### src/rtl/multi_voice_pkg.sv
// Shared types and constants for the time-multiplexed oscillator bank.
package multi_voice_pkg;

    typedef enum logic [1:0] {
        S_IDLE,
        S_CALC,
        S_WRITE
    } state_e;

    localparam int unsigned WAVE_TRI   = 0;
    localparam int unsigned WAVE_SAW   = 1;
    localparam int unsigned WAVE_PULSE = 2;
    localparam int unsigned WAVE_NOISE = 3;

    localparam int unsigned        LFSR_W     = 23;
    localparam logic [LFSR_W-1:0]  LFSR_SEED  = 23'h7FFFFF;
    localparam int unsigned        LFSR_TAP_A = 22;
    localparam int unsigned        LFSR_TAP_B = 17;

    // Noise output taps, n7 in the top field down to n0 in the bottom field.
    localparam logic [8*5-1:0] NOISE_TAPS = {5'd20, 5'd18, 5'd14, 5'd11, 5'd9, 5'd5, 5'd2, 5'd0};

    function automatic logic [LFSR_W-1:0] lfsr_step(input logic [LFSR_W-1:0] l);
        return {l[LFSR_W-2:0], l[LFSR_TAP_A] ^ l[LFSR_TAP_B]};
    endfunction

    function automatic logic [7:0] noise_bits(input logic [LFSR_W-1:0] l);
        logic [7:0] n;
        n = '0;
        for (int unsigned i = 0; i < 8; i++) begin
            n[i] = l[NOISE_TAPS[i*5 +: 5]];
        end
        return n;
    endfunction

endpackage

### src/rtl/multi_voice_gen_shaper.sv
// Combinational waveform shaper: builds tri/saw/pulse/noise from the new phase and ANDs the selection.
module voice_wave_shaper
    import multi_voice_pkg::*;
#(
    parameter int unsigned PHASE_W = 19,
    parameter int unsigned PW_W    = 12,
    parameter int unsigned OUT_W   = 10
) (
    input  logic [PHASE_W-1:0]      nxt_i,
    input  logic                    prev_msb_i,
    input  logic [LFSR_W-1:0]       lfsr_i,
    input  logic [PW_W-1:0]         pw_i,
    input  logic [3:0]              sel_i,
    input  logic                    ring_i,
    input  logic                    test_i,
    output logic signed [OUT_W-1:0] wave_o
);

    localparam logic [OUT_W-1:0] SIGN = {1'b1, {(OUT_W-1){1'b0}}};

    logic [OUT_W-1:0] saw_w, tri_x, tri_w, pulse_w, noise_w, acc;
    logic [7:0]       nb;
    logic             fold;

    always_comb begin
        saw_w   = nxt_i[PHASE_W-1 -: OUT_W];
        tri_x   = nxt_i[PHASE_W-2 -: OUT_W];
        fold    = ring_i ? (nxt_i[PHASE_W-1] ^ prev_msb_i) : nxt_i[PHASE_W-1];
        tri_w   = (fold ? ~tri_x : tri_x) ^ SIGN;
        pulse_w = ((nxt_i[PHASE_W-1 -: PW_W] >= pw_i) || test_i) ? ~SIGN : SIGN;
        nb      = noise_bits(lfsr_i);
        noise_w = '0;
        noise_w[OUT_W-1 -: 8] = {~nb[7], nb[6:0]};

        acc = '1;
        if (sel_i[WAVE_TRI])   acc &= tri_w;
        if (sel_i[WAVE_SAW])   acc &= saw_w;
        if (sel_i[WAVE_PULSE]) acc &= pulse_w;
        if (sel_i[WAVE_NOISE]) acc &= noise_w;
        wave_o = (sel_i == '0) ? '0 : $signed(acc);
    end

endmodule

### src/rtl/multi_voice_gen.sv
// Time-multiplexed oscillator bank: one voice per start/done transaction, state held per voice.
module multi_voice_gen
    import multi_voice_pkg::*;
#(
    parameter int unsigned NUM_VOICES = 3,
    parameter int unsigned PHASE_W    = 19,
    parameter int unsigned FREQ_W     = 16,
    parameter int unsigned PW_W       = 12,
    parameter int unsigned OUT_W      = 10,
    parameter int unsigned NOISE_BIT  = PHASE_W - 10,
    localparam int unsigned VIDX_W    = (NUM_VOICES > 1) ? $clog2(NUM_VOICES) : 1
) (
    input  logic                    clk_i,
    input  logic                    rst_ni,
    input  logic                    start_i,
    input  logic [VIDX_W-1:0]       voice_i,
    input  logic [FREQ_W-1:0]       freq_word_i,
    input  logic [PW_W-1:0]         pw_word_i,
    input  logic [3:0]              wave_sel_i,
    input  logic                    sync_i,
    input  logic                    ring_mod_i,
    input  logic                    test_i,
    output logic                    busy_o,
    output logic                    done_o,
    output logic                    err_o,
    output logic [VIDX_W-1:0]       voice_o,
    output logic signed [OUT_W-1:0] wave_o
);

    state_e                  state_q;
    logic [VIDX_W-1:0]       snap_voice_q;
    logic [FREQ_W-1:0]       snap_freq_q;
    logic [PW_W-1:0]         snap_pw_q;
    logic [3:0]              snap_sel_q;
    logic                    snap_sync_q, snap_ring_q, snap_test_q;

    logic [PHASE_W-1:0]      phase_q [NUM_VOICES];
    logic [LFSR_W-1:0]       lfsr_q  [NUM_VOICES];
    logic [1:0]              hist_q  [NUM_VOICES];

    logic                    busy_q, done_q, err_q;
    logic [VIDX_W-1:0]       voice_q;
    logic signed [OUT_W-1:0] wave_q;

    logic                    in_range;
    logic [VIDX_W-1:0]       vidx, pidx;
    logic [PHASE_W-1:0]      cur, nxt_d;
    logic [LFSR_W-1:0]       lfsr_d;
    logic signed [OUT_W-1:0] shaped;

    // Out-of-range indices are folded onto voice 0 for reads only; writes are gated by in_range.
    always_comb begin
        in_range = 32'(snap_voice_q) < NUM_VOICES;
        vidx     = in_range ? snap_voice_q : '0;
        pidx     = (vidx == '0) ? VIDX_W'(NUM_VOICES - 1) : vidx - VIDX_W'(1);
        cur      = phase_q[vidx];
        nxt_d    = cur + PHASE_W'(snap_freq_q);
        if (snap_sync_q && hist_q[pidx] == 2'b01) nxt_d = '0;
        if (snap_test_q) nxt_d = '0;
        lfsr_d = lfsr_q[vidx];
        if (snap_test_q) begin
            lfsr_d = LFSR_SEED;
        end else if (!cur[NOISE_BIT] && nxt_d[NOISE_BIT]) begin
            lfsr_d = lfsr_step(lfsr_q[vidx]);
        end
    end

    voice_wave_shaper #(
        .PHASE_W (PHASE_W),
        .PW_W    (PW_W),
        .OUT_W   (OUT_W)
    ) u_shaper (
        .nxt_i      (nxt_d),
        .prev_msb_i (phase_q[pidx][PHASE_W-1]),
        .lfsr_i     (lfsr_q[vidx]),
        .pw_i       (snap_pw_q),
        .sel_i      (snap_sel_q),
        .ring_i     (snap_ring_q),
        .test_i     (snap_test_q),
        .wave_o     (shaped)
    );

    always_ff @(posedge clk_i or negedge rst_ni) begin
        if (!rst_ni) begin
            state_q      <= S_IDLE;
            snap_voice_q <= '0;
            snap_freq_q  <= '0;
            snap_pw_q    <= '0;
            snap_sel_q   <= '0;
            snap_sync_q  <= 1'b0;
            snap_ring_q  <= 1'b0;
            snap_test_q  <= 1'b0;
            busy_q       <= 1'b0;
            done_q       <= 1'b0;
            err_q        <= 1'b0;
            voice_q      <= '0;
            wave_q       <= '0;
            for (int unsigned i = 0; i < NUM_VOICES; i++) begin
                phase_q[i] <= '0;
                lfsr_q[i]  <= LFSR_SEED;
                hist_q[i]  <= 2'b00;
            end
        end else begin
            done_q <= 1'b0;
            err_q  <= 1'b0;
            unique case (state_q)
                S_IDLE: begin
                    if (start_i) begin
                        snap_voice_q <= voice_i;
                        snap_freq_q  <= freq_word_i;
                        snap_pw_q    <= pw_word_i;
                        snap_sel_q   <= wave_sel_i;
                        snap_sync_q  <= sync_i;
                        snap_ring_q  <= ring_mod_i;
                        snap_test_q  <= test_i;
                        busy_q       <= 1'b1;
                        state_q      <= S_CALC;
                    end
                end
                S_CALC: state_q <= S_WRITE;
                S_WRITE: begin
                    state_q <= S_IDLE;
                    busy_q  <= 1'b0;
                    done_q  <= 1'b1;
                    voice_q <= snap_voice_q;
                    if (in_range) begin
                        phase_q[vidx] <= nxt_d;
                        hist_q[vidx]  <= {hist_q[vidx][0], nxt_d[PHASE_W-1]};
                        lfsr_q[vidx]  <= lfsr_d;
                        wave_q        <= shaped;
                    end else begin
                        wave_q <= '0;
                        err_q  <= 1'b1;
                    end
                end
                default: state_q <= S_IDLE;
            endcase
        end
    end

    assign busy_o  = busy_q;
    assign done_o  = done_q;
    assign err_o   = err_q;
    assign voice_o = voice_q;
    assign wave_o  = wave_q;

endmodule

### config.mk
export PLATFORM = sky130hd
export DESIGN_NAME = multi_voice_gen
export DESIGN_NICKNAME = d
export VERILOG_FILES = /design/src/rtl/multi_voice_pkg.sv /design/src/rtl/multi_voice_gen_shaper.sv /design/src/rtl/multi_voice_gen.sv
export SDC_FILE = /design/constraint.sdc
export NUM_CORES = 1
export LEC_CHECK = 0
export CAP_MARGIN = 20
export CELL_PAD_IN_SITES_DETAIL_PLACEMENT = 0
export CELL_PAD_IN_SITES_GLOBAL_PLACEMENT = 1
export CORE_AREA = 2 2 148 150
export CTS_CLUSTER_DIAMETER = 40
export DETAILED_ROUTE_END_ITERATION = 12
export DIE_AREA = 0 0 150 152
export DONT_BUFFER_PORTS = 1
export PLACE_DENSITY = 0.78
export SKIP_LAST_GASP = 1
export SLEW_MARGIN = 20
export SYNTH_ARGS = -nofsm -noshare
export SYNTH_HDL_FRONTEND = slang
export SYNTH_SLANG_ARGS = --single-unit
### constraint.sdc
create_clock -name clk_i -period 4.94 [get_ports clk_i]
set_input_delay 0 -clock clk_i [delete_from_list [all_inputs] [get_ports clk_i]]
set_output_delay 0 -clock clk_i [all_outputs]
set_load 0.01 [all_outputs]
==> results.ini <==
[worst_setup_path]
crit_top_cell=ha_1
critPathMaxStageDelay_ns=0.43
worstPathArrival_ns=5.03
crit_type=flip-flop to flip-flop
r2r_cells=19
path_max_fanout=5
required_ns=5.26
worst_setup_path_end_kind=flip-flop
slowest_stage=dfrtp_1
start_kind=flip-flop
worstPathCellList=inv_2, ha_4, buf_4, mux2i_1, o21ai_0, ha_1, and4_1, or3b_1, a211o_1, nand2_2, xor2_1, nand2_1, inv_1, ha_1, a2111oi_1, a31o_2, maj3_4, a31oi_4, a32o_1

[timing]
setup_slack_ns=0.235
hold_viol_final=0
fin_skew_ns=0.00997
max_clock_freq_ghz=0.213
relSlewSlack_pct=27.6
period_needed_ns=4.71
setup_viol=0
worstMarginPinSlew_ns=1.09
maxSlewViolCount=0
holdWs_ns=0.116
fin_tns_setup_ns=0
period_share_pct=95.2

[global_routing]
grt_max_degree=184
overflow=0
grt_pass1_vias=7147
antenna_found_initial=0
track_usage_pct=21.3
grt_pass1_wl_um=38300

[yosys]
async_flop_share_pct=100
synth_top_cells_by_count=237 x nand2_1, 114 x dfrtp_1, 109 x o21ai_0, 69 x dfstp_2
syn_inst=1023
synth_edf_count=0
synth_ff_type=dfrtp_1
synth_area_leaders=dfrtp_1 30%, dfstp_2 19%, nand2_1 9.4%
ys_warn_count=0
synth_area_mm2=0.00944
yosys.cell_count.top_type=nand2_1
yosysTopAreaCell=dfrtp_1
yosysSeqAreaShare_pct=49.4
netlist.area_leader.share_pct=30.2
avgSynthCellArea_um2=9.23
synthDistinctLibCells=68
ys_ff_latch=183
synth_fp_nets=1096

[worst_hold_path]
min_path_cells=2
hold_class=primary input to flip-flop

[clocking]
cts_tree=done
clk_pin_slew_worst_paths_ns=0.07
insertion_delay_ns=0.44
htreeDepth=4
clock-root-buffer=clkbuf_16
cts_made_buffers=17
clock-sinks=183
cts_buffer_depth=2

[routing]
routed_wl_um=22800
drt-initial-drc-count=473
postRouteAntennaNets=0
dr.pass1.iters=5
drc=0
wire_per_inst_um=16.9
num_vias=7176
via_per_inst=5.31

[die]
die_y_um=152
die_w_um=150
start_util_pct=44.2
io_pins=55
die-area_mm2=0.0228
rows=54
coreArea_mm2=0.0214

[pwr]
total_power_mw=7.63
p_leak_nw=4.84
vdd_drop_max_mv=0.322
p_per_area_mw_per_mm2=695

[placement]
pre_cts_slack_ns=0.0740
hpwl_um=14900
numPortBuffers=0
place_congestion=0.850

[status]
outcome=completed

[cells_and_area]
seq_area_mm2=0.00467
fill_cells=2026
final_util_pct=51.4
multi_input_area_mm2=0.00448
drive_above_1_share_pct=18.8
fin_nets=1132
antenna_cells=0
syn_to_final_growth_pct=16.3

[flow_run]
drv_cap=0

## flip-flops by register name (all words and copies together) (netlist names), 4 cells and up
signal and flops:
hist_q 6, lfsr_q 69, snap_pw_q 12, wave_o 10, phase_q 54, snap_freq_q 16
snap_sel_q 4
## stage by stage
stage               area (um2)  instances
detailed placement        9840       1277
global route             11000       1352
global placement          9840       1277
finish                   11000       1352
CTS                      10900       1348
floorplan                 9460       1023
## kinds of logic after synthesis
logic type               count (synthesis)  share of synthesized area (%)
AND/OR/NAND/NOR                        317                           13.9
AO/OA/AOI/OAI                          297                           18.1
flip-flops                             183                           49.4
buffers and inverters                  100                           4.29
multiplexers                            70                           7.71
adder cells (fa/ha/maj)                 34                           4.60
XOR/XNOR                                22                           2.04
## cells in the final DEF (no fill, tap or decap), drive strengths merged, types with 19 or more instances in the layout
master and n:
mux2i 48, inv 36, dfrtp 114, o21ai 173
nand2 240, mux2 22, dlygate4sd3 38, clkbuf 19
a21oi 66, dfstp 69, ha 32, xnor2 19
buf 44, nor2 42
## path summary, 6_finish.rpt
check | to | from | slack [ns]
max | wave_o[6] | snap_voice_q[0] | 0.23
min | state_q[0] | start_i | 0.12
max reg2reg | wave_o[6] | snap_voice_q[0] | 0.23
min reg2reg | lfsr_q[54] | lfsr_q[54] | 0.46
max in group asynchronous | snap_voice_q[1] | rst_ni | 3.77
min in group asynchronous | snap_freq_q[11] | rst_ni | 0.18
## metal layers
metal | track usage (%) | up-vias | share of wire (%)
met2 | 31.2 | 144 | 44
met5 | 0 | - | 0
met1 | 32.3 | 3421 | 51
met4 | 5.35 | 0 | 1.1
li1 | - | 3594 | -
met3 | 4.32 | 17 | 4.5
## critical path: cells and delay by family, from the launching register on
family	cells	cell delay (ns)
AO/OA/AOI/OAI	6	1.55
adder cells (fa/ha/maj)	4	1.07
AND/OR/NAND/NOR	4	0.86
flip-flops	1	0.43
buffers and inverters	3	0.34
multiplexers	1	0.18
XOR/XNOR	1	0.16
## power by group
group | leakage [nW] | switching, mW | internal [mW]
clock | 0.296 | 0.598 | 0.815
sequential | 2.18 | 0.354 | 2.28
combinational | 2.36 | 2.15 | 1.43
total | 4.84 | 3.11 | 4.52
## final cells by class
cell class,count,area share [%]
Clock buffer,19,4.04
Multi-Input combinational cell,741,40.8
Inverter,34,1.16
Timing Repair Buffer,82,6.77
Sequential cell,183,42.5
Tap cell,280,3.19
Clock inverter,13,1.53
## what timing repair did
item / in CTS / in global routing
endpoints found under the setup margin: 0 / 10
endpoints found under the hold margin: 220 / 0
setup buffers: 0 / 3
hold buffers: 39 / 0
gates resized for setup: 0 / 21
(Power assumes the default switching activity.)
